### config.mk
export PLATFORM = sky130hd
export DESIGN_NAME = multicycle_control
export DESIGN_NICKNAME = d
export VERILOG_FILES = /design/src/rtl/multicycle_control.sv
export SDC_FILE = /design/constraint.sdc
export NUM_CORES = 1
export LEC_CHECK = 0
export CAP_MARGIN = 0
export CORE_MARGIN = 3
export CORE_UTILIZATION = 42
export CTS_CLUSTER_DIAMETER = 150
export CTS_CLUSTER_SIZE = 30
export DETAILED_ROUTE_END_ITERATION = 10
export PLACE_DENSITY = 0.86
export SETUP_SLACK_MARGIN = 0.4
export SLEW_MARGIN = 10
export SYNTH_ARGS = -nofsm -noshare
export SYNTH_HDL_FRONTEND = slang
export SYNTH_SLANG_ARGS = --single-unit
### constraint.sdc
create_clock -name clk -period 3.5 [get_ports clk]
set_input_delay 0.7 -clock clk [delete_from_list [all_inputs] [get_ports clk]]
set_output_delay 0.7 -clock clk [all_outputs]
set_load 0.01 [all_outputs]
### src/rtl/multicycle_control.sv
// Multi-cycle instruction sequencer: FETCH/DECODE/EXEC(/EXEC2)/MEM/WB with a memory ready handshake.
// Optional performance counters are enabled by defining MC_PERF_CNT_EN.
module multicycle_control #(
  parameter int OPW  = 3,
  parameter int FNW  = 4,
  parameter int CDW  = 4,
  parameter int CNTW = 16
) (
  input  logic            clk,
  input  logic            rst,
  input  logic            start,
  input  logic            mem_ready,
  input  logic [OPW-1:0]  opcode,
  input  logic [FNW-1:0]  func,
  output logic            ir_load,
  output logic            pc_write,
  output logic            mem_read_en,
  output logic            mem_write_en,
  output logic            reg_write_en,
  output logic            memToReg,
  output logic            branch_control,
  output logic [1:0]      alu_src,
  output logic [CDW-1:0]  code,
  output logic [5:0]      bcode,
  output logic            double,
  output logic            busy,
  output logic            halted,
  output logic            illegal,
  output logic [CNTW-1:0] instr_count,
  output logic [CNTW-1:0] cycle_count
);

  typedef enum logic [2:0] {
    S_IDLE, S_FETCH, S_DECODE, S_EXEC, S_EXEC2, S_MEM, S_WB, S_HALT
  } state_t;

  localparam logic [OPW-1:0] OP_ALU  = OPW'(0);
  localparam logic [OPW-1:0] OP_ALUI = OPW'(1);
  localparam logic [OPW-1:0] OP_LS   = OPW'(2);
  localparam logic [OPW-1:0] OP_BR3  = OPW'(3);
  localparam logic [OPW-1:0] OP_BR4  = OPW'(4);
  localparam logic [OPW-1:0] OP_BR5  = OPW'(5);
  localparam logic [OPW-1:0] OP_ILL  = OPW'(6);
  localparam logic [OPW-1:0] OP_HALT = OPW'(7);

  state_t         state, state_n;
  logic [OPW-1:0] op_q;
  logic [FNW-1:0] func_q;
  logic           illegal_q;
  logic           latch_ir;
  logic           set_illegal;

  logic [CDW-1:0] dec_code;
  logic [1:0]     dec_src;
  logic           dec_dbl;
  logic           op0_legal;
  logic           is_load;
  logic           is_store;

  assign op0_legal = (32'(func_q) <= 32'd11);
  assign is_load   = (op_q == OP_LS) && (func_q == FNW'(0));
  assign is_store  = (op_q == OP_LS) && (func_q == FNW'(1));

  // ALU decode of the latched instruction; only presented on the outputs during EXEC/EXEC2
  always_comb begin
    dec_code = '0;
    dec_src  = '0;
    dec_dbl  = 1'b0;
    case (op_q)
      OP_ALU: begin
        case (func_q)
          FNW'(0):  dec_code = CDW'(1);
          FNW'(1):  begin dec_code = CDW'(3); dec_dbl = 1'b1; end
          FNW'(2):  begin dec_code = CDW'(4); dec_dbl = 1'b1; end
          FNW'(3):  dec_code = CDW'(5);
          FNW'(4):  dec_code = CDW'(6);
          FNW'(5):  dec_code = CDW'(7);
          FNW'(6):  begin dec_code = CDW'(8); dec_src = 2'd1; end
          FNW'(7):  begin dec_code = CDW'(9); dec_src = 2'd1; end
          FNW'(8):  dec_code = CDW'(8);
          FNW'(9):  dec_code = CDW'(9);
          FNW'(10): begin dec_code = CDW'(10); dec_src = 2'd1; end
          FNW'(11): dec_code = CDW'(10);
          default:  ;
        endcase
      end
      OP_ALUI: begin
        dec_src = 2'd2;
        if (func_q == FNW'(0))      dec_code = CDW'(5);
        else if (func_q == FNW'(1)) dec_code = CDW'(1);
      end
      OP_LS: begin
        dec_src  = 2'd2;
        dec_code = CDW'(1);
      end
      default: ;
    endcase
  end

  always_comb begin
    state_n        = state;
    latch_ir       = 1'b0;
    set_illegal    = 1'b0;
    ir_load        = 1'b0;
    pc_write       = 1'b0;
    mem_read_en    = 1'b0;
    mem_write_en   = 1'b0;
    reg_write_en   = 1'b0;
    memToReg       = 1'b0;
    branch_control = 1'b0;
    alu_src        = '0;
    code           = '0;
    double         = 1'b0;
    case (state)
      S_IDLE: if (start) state_n = S_FETCH;
      S_FETCH: begin
        mem_read_en = 1'b1;
        if (mem_ready) begin
          ir_load  = 1'b1;
          pc_write = 1'b1;
          latch_ir = 1'b1;
          state_n  = S_DECODE;
        end
      end
      S_DECODE: begin
        if (op_q == OP_HALT) begin
          state_n = S_HALT;
        end else if (op_q == OP_ILL || (op_q == OP_ALU && !op0_legal)) begin
          state_n     = S_HALT;
          set_illegal = 1'b1;
        end else begin
          state_n = S_EXEC;
        end
      end
      S_EXEC: begin
        code    = dec_code;
        alu_src = dec_src;
        double  = dec_dbl;
        case (op_q)
          OP_ALU:         state_n = dec_dbl ? S_EXEC2 : S_WB;
          OP_ALUI:        state_n = S_WB;
          OP_LS:          state_n = S_MEM;
          OP_BR3, OP_BR5: begin branch_control = 1'b1; state_n = S_FETCH; end
          OP_BR4: begin
            branch_control = 1'b1;
            state_n = (func_q[1:0] == 2'b00) ? S_WB : S_FETCH;
          end
          default:        state_n = S_FETCH;
        endcase
      end
      S_EXEC2: begin
        code    = dec_code;
        alu_src = dec_src;
        double  = 1'b1;
        state_n = S_WB;
      end
      S_MEM: begin
        if (is_load) begin
          mem_read_en = 1'b1;
          if (mem_ready) state_n = S_WB;
        end else if (is_store) begin
          mem_write_en = 1'b1;
          if (mem_ready) state_n = S_FETCH;
        end else begin
          state_n = S_FETCH;
        end
      end
      S_WB: begin
        reg_write_en = 1'b1;
        memToReg     = is_load;
        state_n      = S_FETCH;
      end
      S_HALT:  state_n = S_HALT;
      default: state_n = S_IDLE;
    endcase
  end

  always_ff @(posedge clk or posedge rst) begin
    if (rst) begin
      state     <= S_IDLE;
      op_q      <= '0;
      func_q    <= '0;
      illegal_q <= 1'b0;
    end else begin
      state <= state_n;
      if (latch_ir) begin
        op_q   <= opcode;
        func_q <= func;
      end
      if (set_illegal) illegal_q <= 1'b1;
    end
  end

  assign bcode   = 6'({op_q, func_q[2:0]});
  assign busy    = (state != S_IDLE) && (state != S_HALT);
  assign halted  = (state == S_HALT);
  assign illegal = illegal_q;

`ifdef MC_PERF_CNT_EN
  logic            retire;
  logic [CNTW-1:0] instr_q;
  logic [CNTW-1:0] cycle_q;

  // Retirement is the transition out of an instruction's final phase
  assign retire = (state == S_WB) ||
                  (((state == S_MEM) || (state == S_EXEC)) && (state_n == S_FETCH));

  always_ff @(posedge clk or posedge rst) begin
    if (rst) begin
      instr_q <= '0;
      cycle_q <= '0;
    end else begin
      if (busy)   cycle_q <= cycle_q + 1'b1;
      if (retire) instr_q <= instr_q + 1'b1;
    end
  end

  assign instr_count = instr_q;
  assign cycle_count = cycle_q;
`else
  assign instr_count = '0;
  assign cycle_count = '0;
`endif

endmodule

; ---- Yosys cells after proc, flatten, opt, wreduce, memory -nomap -nowiden
; Index checks and enable logic that the tools add are counted.
[totals]
regBits = 11
latch_bits = 0
mem_bits_rw = 0
rom_bits = 0
inputBits = 11
out_inout_bits = 55
memories = 0
[classes]
add_sub_neg = 0
mul = 0
div = 0
order_cmp = 1
n_eq_ne = 30
shift = 0
mux = 37
n_bitwise = 0
reduce_logical = 20
[op_table]
columns = operator, count
row1 = one-hot mux 4 bit (9 select lines), 1
row2 = two-way mux 3 bit, 10
row3 = "equality test 3 bit, second input constant", 8
row4 = one-hot mux 3 bit (8 select lines), 1
row5 = two-way mux 1 bit, 17
row6 = "equality test 4 x 3 -> 1 bit, second input constant", 4
row7 = "equality test 4 bit, second input constant", 4
row8 = "equality test 3 x 2 -> 1 bit, second input constant", 4
row9 = one-hot mux 3 bit (4 select lines), 1
row10 = one-hot mux 4 bit (3 select lines), 1
row11 = OR reduction 2 bit, 6
row12 = "!= test 3 bit, second input constant", 3
row13 = "equality test 4 x 2 -> 1 bit, second input constant", 2
row14 = "equality test 3 x 1 -> 1 bit, second input constant", 2
row15 = logical NOT 3 bit, 2
row16 = OR reduction 3 bit, 2
row17 = "equality test 4 x 1 -> 1 bit, second input constant", 1
row18 = "less-or-equal comparator 4 bit, second input constant", 1
row19 = logical AND 1 bit, 4
row20 = logical NOT 4 bit, 1
row21 = two-way mux 2 bit, 2
row22 = two-way mux 4 bit, 1
row23 = "!= test 2 bit, second input constant", 2
row24 = one-hot mux 1 bit (2 select lines), 2
row25 = other kinds (6), 6

; ---- Longest topological paths before layout
[logic_depth]
word_depth = 7
depth_mapped = 6

; ---- Least setup slack after synthesis
; OpenSTA, ideal clock, no wires.
[synth_timing]
kind = register to output
start = register func_q[2]
end = output port double
arrival_time_ps = 1441
t_required_ps = 2800
path_slack_ps = 1359
stages_incl_launch_ff = 4
path_buffers = 1
cell_sequence = dfrtp_1 > clkbuf_1 > or4_1 > o41ai_2
[synth_via]
elab_chain_cells = 5
[synth_lines]
columns = item, line_no
row1 = start: declaration, 48  ; logic [FNW-1:0] func_q;
row2 = start signal: assignment, 188  ; func_q <= func;
row3 = equality test 4 x 1 -> 1 bit / equality test 4 x 2 -> 1 bit (equally long branches), 71  ; case (func_q)
row4 = OR reduction 2 bit (no line) (*), -
row5 = two-way mux 1 bit (*), 71
row6 = two-way mux 1 bit (*), 69  ; case (op_q)
row7 = one-hot mux 1 bit (2 select lines) (*), 114  ; case (state)
row8 = end: declaration, 25  ; output logic double,
; Every way passes the cells marked *; elsewhere a longest branch is shown, timed or not.

; ---- Worst setup path after layout
[layout_timing]
start = register func_q[1]
end = output port double
; Same word-level chain as after synthesis.

==> flow_summary.yaml <==
route:
  first_iter_violations: 42
  remaining_antenna_violation_count_after_routing: 0
  routed_via_density: 5.14
  drtPass1Iterations: 5
  routedWlPerCell_um: 12.8
  vias: 1027
  remaining_drc_errors: 0
  route.final.wire_length_mm: 2.56
floorplan:
  io_pins: 66
  vertical_extent_of_the_die_um: 59.8
  core.rowCount: 18
  start_util_pct: 46.5
  core_um2: 2610
  die_w_um: 59.8
  die_area_um2: 3570
placed_design:
  dpl_ws_ns: 0.572
  placedCellCount: 194
  place.detailed.hpwl_mm: 1.97
  globalplace.congestion: 0.801
  buffers_added_on_ports: 33
yosys:
  synth.ff_latch_count: 11
  yosys.cell_types.count: 48
  count_of_flip_flops_with_a_built_in_enable_after_synthesis: 0
  synth_top_flop_cell: "sky130_fd_sc_hd__dfrtp_1"
  synth-warning-count: 0
  synthTopCellsByArea: "sky130_fd_sc_hd__buf_4 (23%), sky130_fd_sc_hd__dfrtp_1 (23%), sky130_fd_sc_hd__mux2_2 (4.6%), sky130_fd_sc_hd__a21oi_1 (2.5%), sky130_fd_sc_hd__nor3_1 (2.5%)"
  synth_top_cell_area_share_pct: 22.9
  cell_area_after_technology_mapping_um2: 1210
  synth_sequential_area_ratio_pct: 22.7
  synth_area_per_cell_um2: 8.26
  async_flop_share_pct: 100
  netlist_instances: 147
  synth_top_cell_by_area: "sky130_fd_sc_hd__buf_4"
critical_path:
  critical_path_peak_fanout: 14
  critical_path.startpoint_type: "register"
  reg2reg_depth: 4
  reg_to_reg_endpoint: "func_q[0]"
  critical_path_s_slowest_cell: "sky130_fd_sc_hd__clkdlybuf4s50_1"
  timing.reg2reg.setup_slack_ns: 1.61
  worst_setup_path_end_kind: "output pin"
  crit_arrival_ns: 2.26
  slowest_delay_ns: 0.59
  required_ns: 2.80
  rr_startpoint: "state[1]"
  critical_path.cell_chain: "xnor2_1, or4_1, o41ai_2, clkdlybuf4s50_1"
  timing.setup.critical_path_class: "reg2out"
layout:
  area_grow_syn2layout_pct: 16.9
  layout.filler_cells: 237
  layout.nets: 182
  antenna_cells: 0
  layout_commonest_cell: "sky130_fd_sc_hd__clkdlybuf4s50_1"
  fin_util_pct: 54.4
  layout_cells_sized_above_1_pct: 14.7
  layout.cells.most_common_list: "sky130_fd_sc_hd__clkdlybuf4s50_1 (33), sky130_fd_sc_hd__conb_1 (32), sky130_fd_sc_hd__dfrtp_1 (9), sky130_fd_sc_hd__nand2_1 (8), sky130_fd_sc_hd__nor2_1 (7)"
  final_cell_count_no_fill: 200
global_routing:
  grt.overflow.total: 0
  grt_start_max_net_pins: 19
  grt_pass1_vias: 825
  grt_util_all_layers_pct: 14.2
  grt_first_pass_wirelength_mm: 3.92
  grt_antenna_before_repair: 0
clock_network:
  root_buffer_cell: "sky130_fd_sc_hd__clkbuf_4"
  cts.reportedPaths.clkPinSlew_ns: 0.07
  ctsLongestPathBuffers: 2
  cts_buffers: 3
  post_cts_hold_buffer_count: 0
  insertion_delay_ns: 0.28
  ctsHtreeMaxLevel: 1
  clkSinkCount: 11
  clock_tree_from_tritoncts: "yes"
timing:
  finalSetupViolations: 0
  final.min_clock_period_ns: 2.96
  tns_ns: 0
  finalMaxSlewViolations: 0
  final.period_utilization_pct: 84.6
  worst_slew_pin_slew_ns: 0.515
  worst_slew_margin_rel_pct: 65.7
  final_critical_path_setup_slack_ns: 0.538
  finalHoldViolations: 0
  setup_repair_after_global_routing_missed_its_margin: "no"
  fmax_ghz: 0.338
  final.setup_skew_ns: 0.00266
power:
  total_power_mw: 1.20
  power.leakage_nw: 0.597
  vdd_ir_drop_max_mv: 0.644
  power_density_nw_per_um2: 844
worst_hold_path:
  holdPathStages: 1
  hold-path-endpoint: "illegal"
  holdCritStartpoint: "illegal"
  timing.hold.worst.class: "reg2reg"
status:
  status: "completed"
run:
  max_cap_viol_count: 0
[how the worst max path moves through the flow]
stage | startpoint | end | slack, ns | cells after the start
2_1_floorplan | func_q[2] | double | 1.36 | 3
3_3_place_gp | mem_ready | ir_load | 0.59 | 3
3_5_place_dp | mem_ready | ir_load | 0.57 | 3
4_1_cts | state[2] | alu_src[0] | 0.40 | 5
5_1_grt | func_q[1] | double | 0.40 | 4
6_report | func_q[1] | double | 0.54 | 4
[stage by stage]
step | hold WS, ns | cell area, um^2
after floorplan | 0.512 | 1330
after global placement | 0.473 | 1380
after detailed placement | 0.468 | 1380
after CTS | 0.493 | 1400
after global routing | 0.513 | 1420
final | 0.486 | 1420
[flip-flops by register name (all words and copies together) (netlist names)]
name and cells:
illegal 1, op_q 3, state 3, func_q 4
[synth_stat cells, types with 2 or more instances]
cell / n
sky130_fd_sc_hd__a21boi_1: 2
sky130_fd_sc_hd__a21oi_1: 6
sky130_fd_sc_hd__a21oi_2: 2
sky130_fd_sc_hd__a31oi_1: 2
sky130_fd_sc_hd__and2b_1: 2
sky130_fd_sc_hd__buf_2: 3
sky130_fd_sc_hd__buf_4: 37
sky130_fd_sc_hd__clkbuf_1: 6
sky130_fd_sc_hd__dfrtp_1: 11
sky130_fd_sc_hd__inv_1: 3
sky130_fd_sc_hd__mux2_2: 5
sky130_fd_sc_hd__nand2_1: 8
sky130_fd_sc_hd__nand2b_1: 3
sky130_fd_sc_hd__nand3b_1: 2
sky130_fd_sc_hd__nor2_1: 7
sky130_fd_sc_hd__nor2b_1: 3
sky130_fd_sc_hd__nor3_1: 6
sky130_fd_sc_hd__nor4_1: 2
sky130_fd_sc_hd__o21ai_0: 6
sky130_fd_sc_hd__or4_1: 2
sky130_fd_sc_hd__xnor2_1: 2
[area by class of cell]
| type | count | area [um^2] | area share, % |
|---|---|---|---|
| repair buffers | 36 | 353 | 24.8 |
| multi-input cells | 116 | 713 | 50.2 |
| clock buffers | 3 | 22.5 | 1.59 |
| inverters | 3 | 11.3 | 0.793 |
| flip-flops and latches | 11 | 278 | 19.6 |
| clock inverters | 1 | 5.00 | 0.352 |
| well taps | 30 | 37.5 | 2.64 |
[cell families (layout without fill, tap and decap cells)]
family,Yosys count,in the layout,share of synthesized area (%)
buffers and inverters,51,43,28.2
and+or+nand+nor,49,49,26.3
AOI/OAI and AO/OA,28,28,16.5
DFF,11,11,22.7
muxes,5,5,4.63
xor gates and xnor gates,2,2,1.44
other,1,32,0.309
[worst max-delay path: cells and delay by family, from the launching register on]
family                 cells  cell delay (ns)
XOR/XNOR                   1             0.19
AND/OR/NAND/NOR            1             0.46
flip-flops                 1             0.52
AO/OA/AOI/OAI              1             0.22
buffers and inverters      1             0.59
[routing by layer]
metal  track usage, %  share of wire, %
met1             17.1                38
met2             24.4                52
met3             3.02               8.1
met4             5.70               1.9
met5                0                 0
[report_power, final]
| group | internal (mW) | switching [mW] | total, mW |
|---|---|---|---|
| registers | 0.192 | 0.200 | 0.392 |
| logic | 0.408 | 0.309 | 0.717 |
| clock network | 0.0424 | 0.0470 | 0.0894 |
| total | 0.642 | 0.556 | 1.20 |
[what timing repair did]
action | in CTS | in global routing
gates resized for setup | 0 | 2
buffers inserted | 0 | 2
setup endpoints to repair | 0 | 3
hold endpoints to repair | 0 | 0
Power figures use the tool's default switching activity.
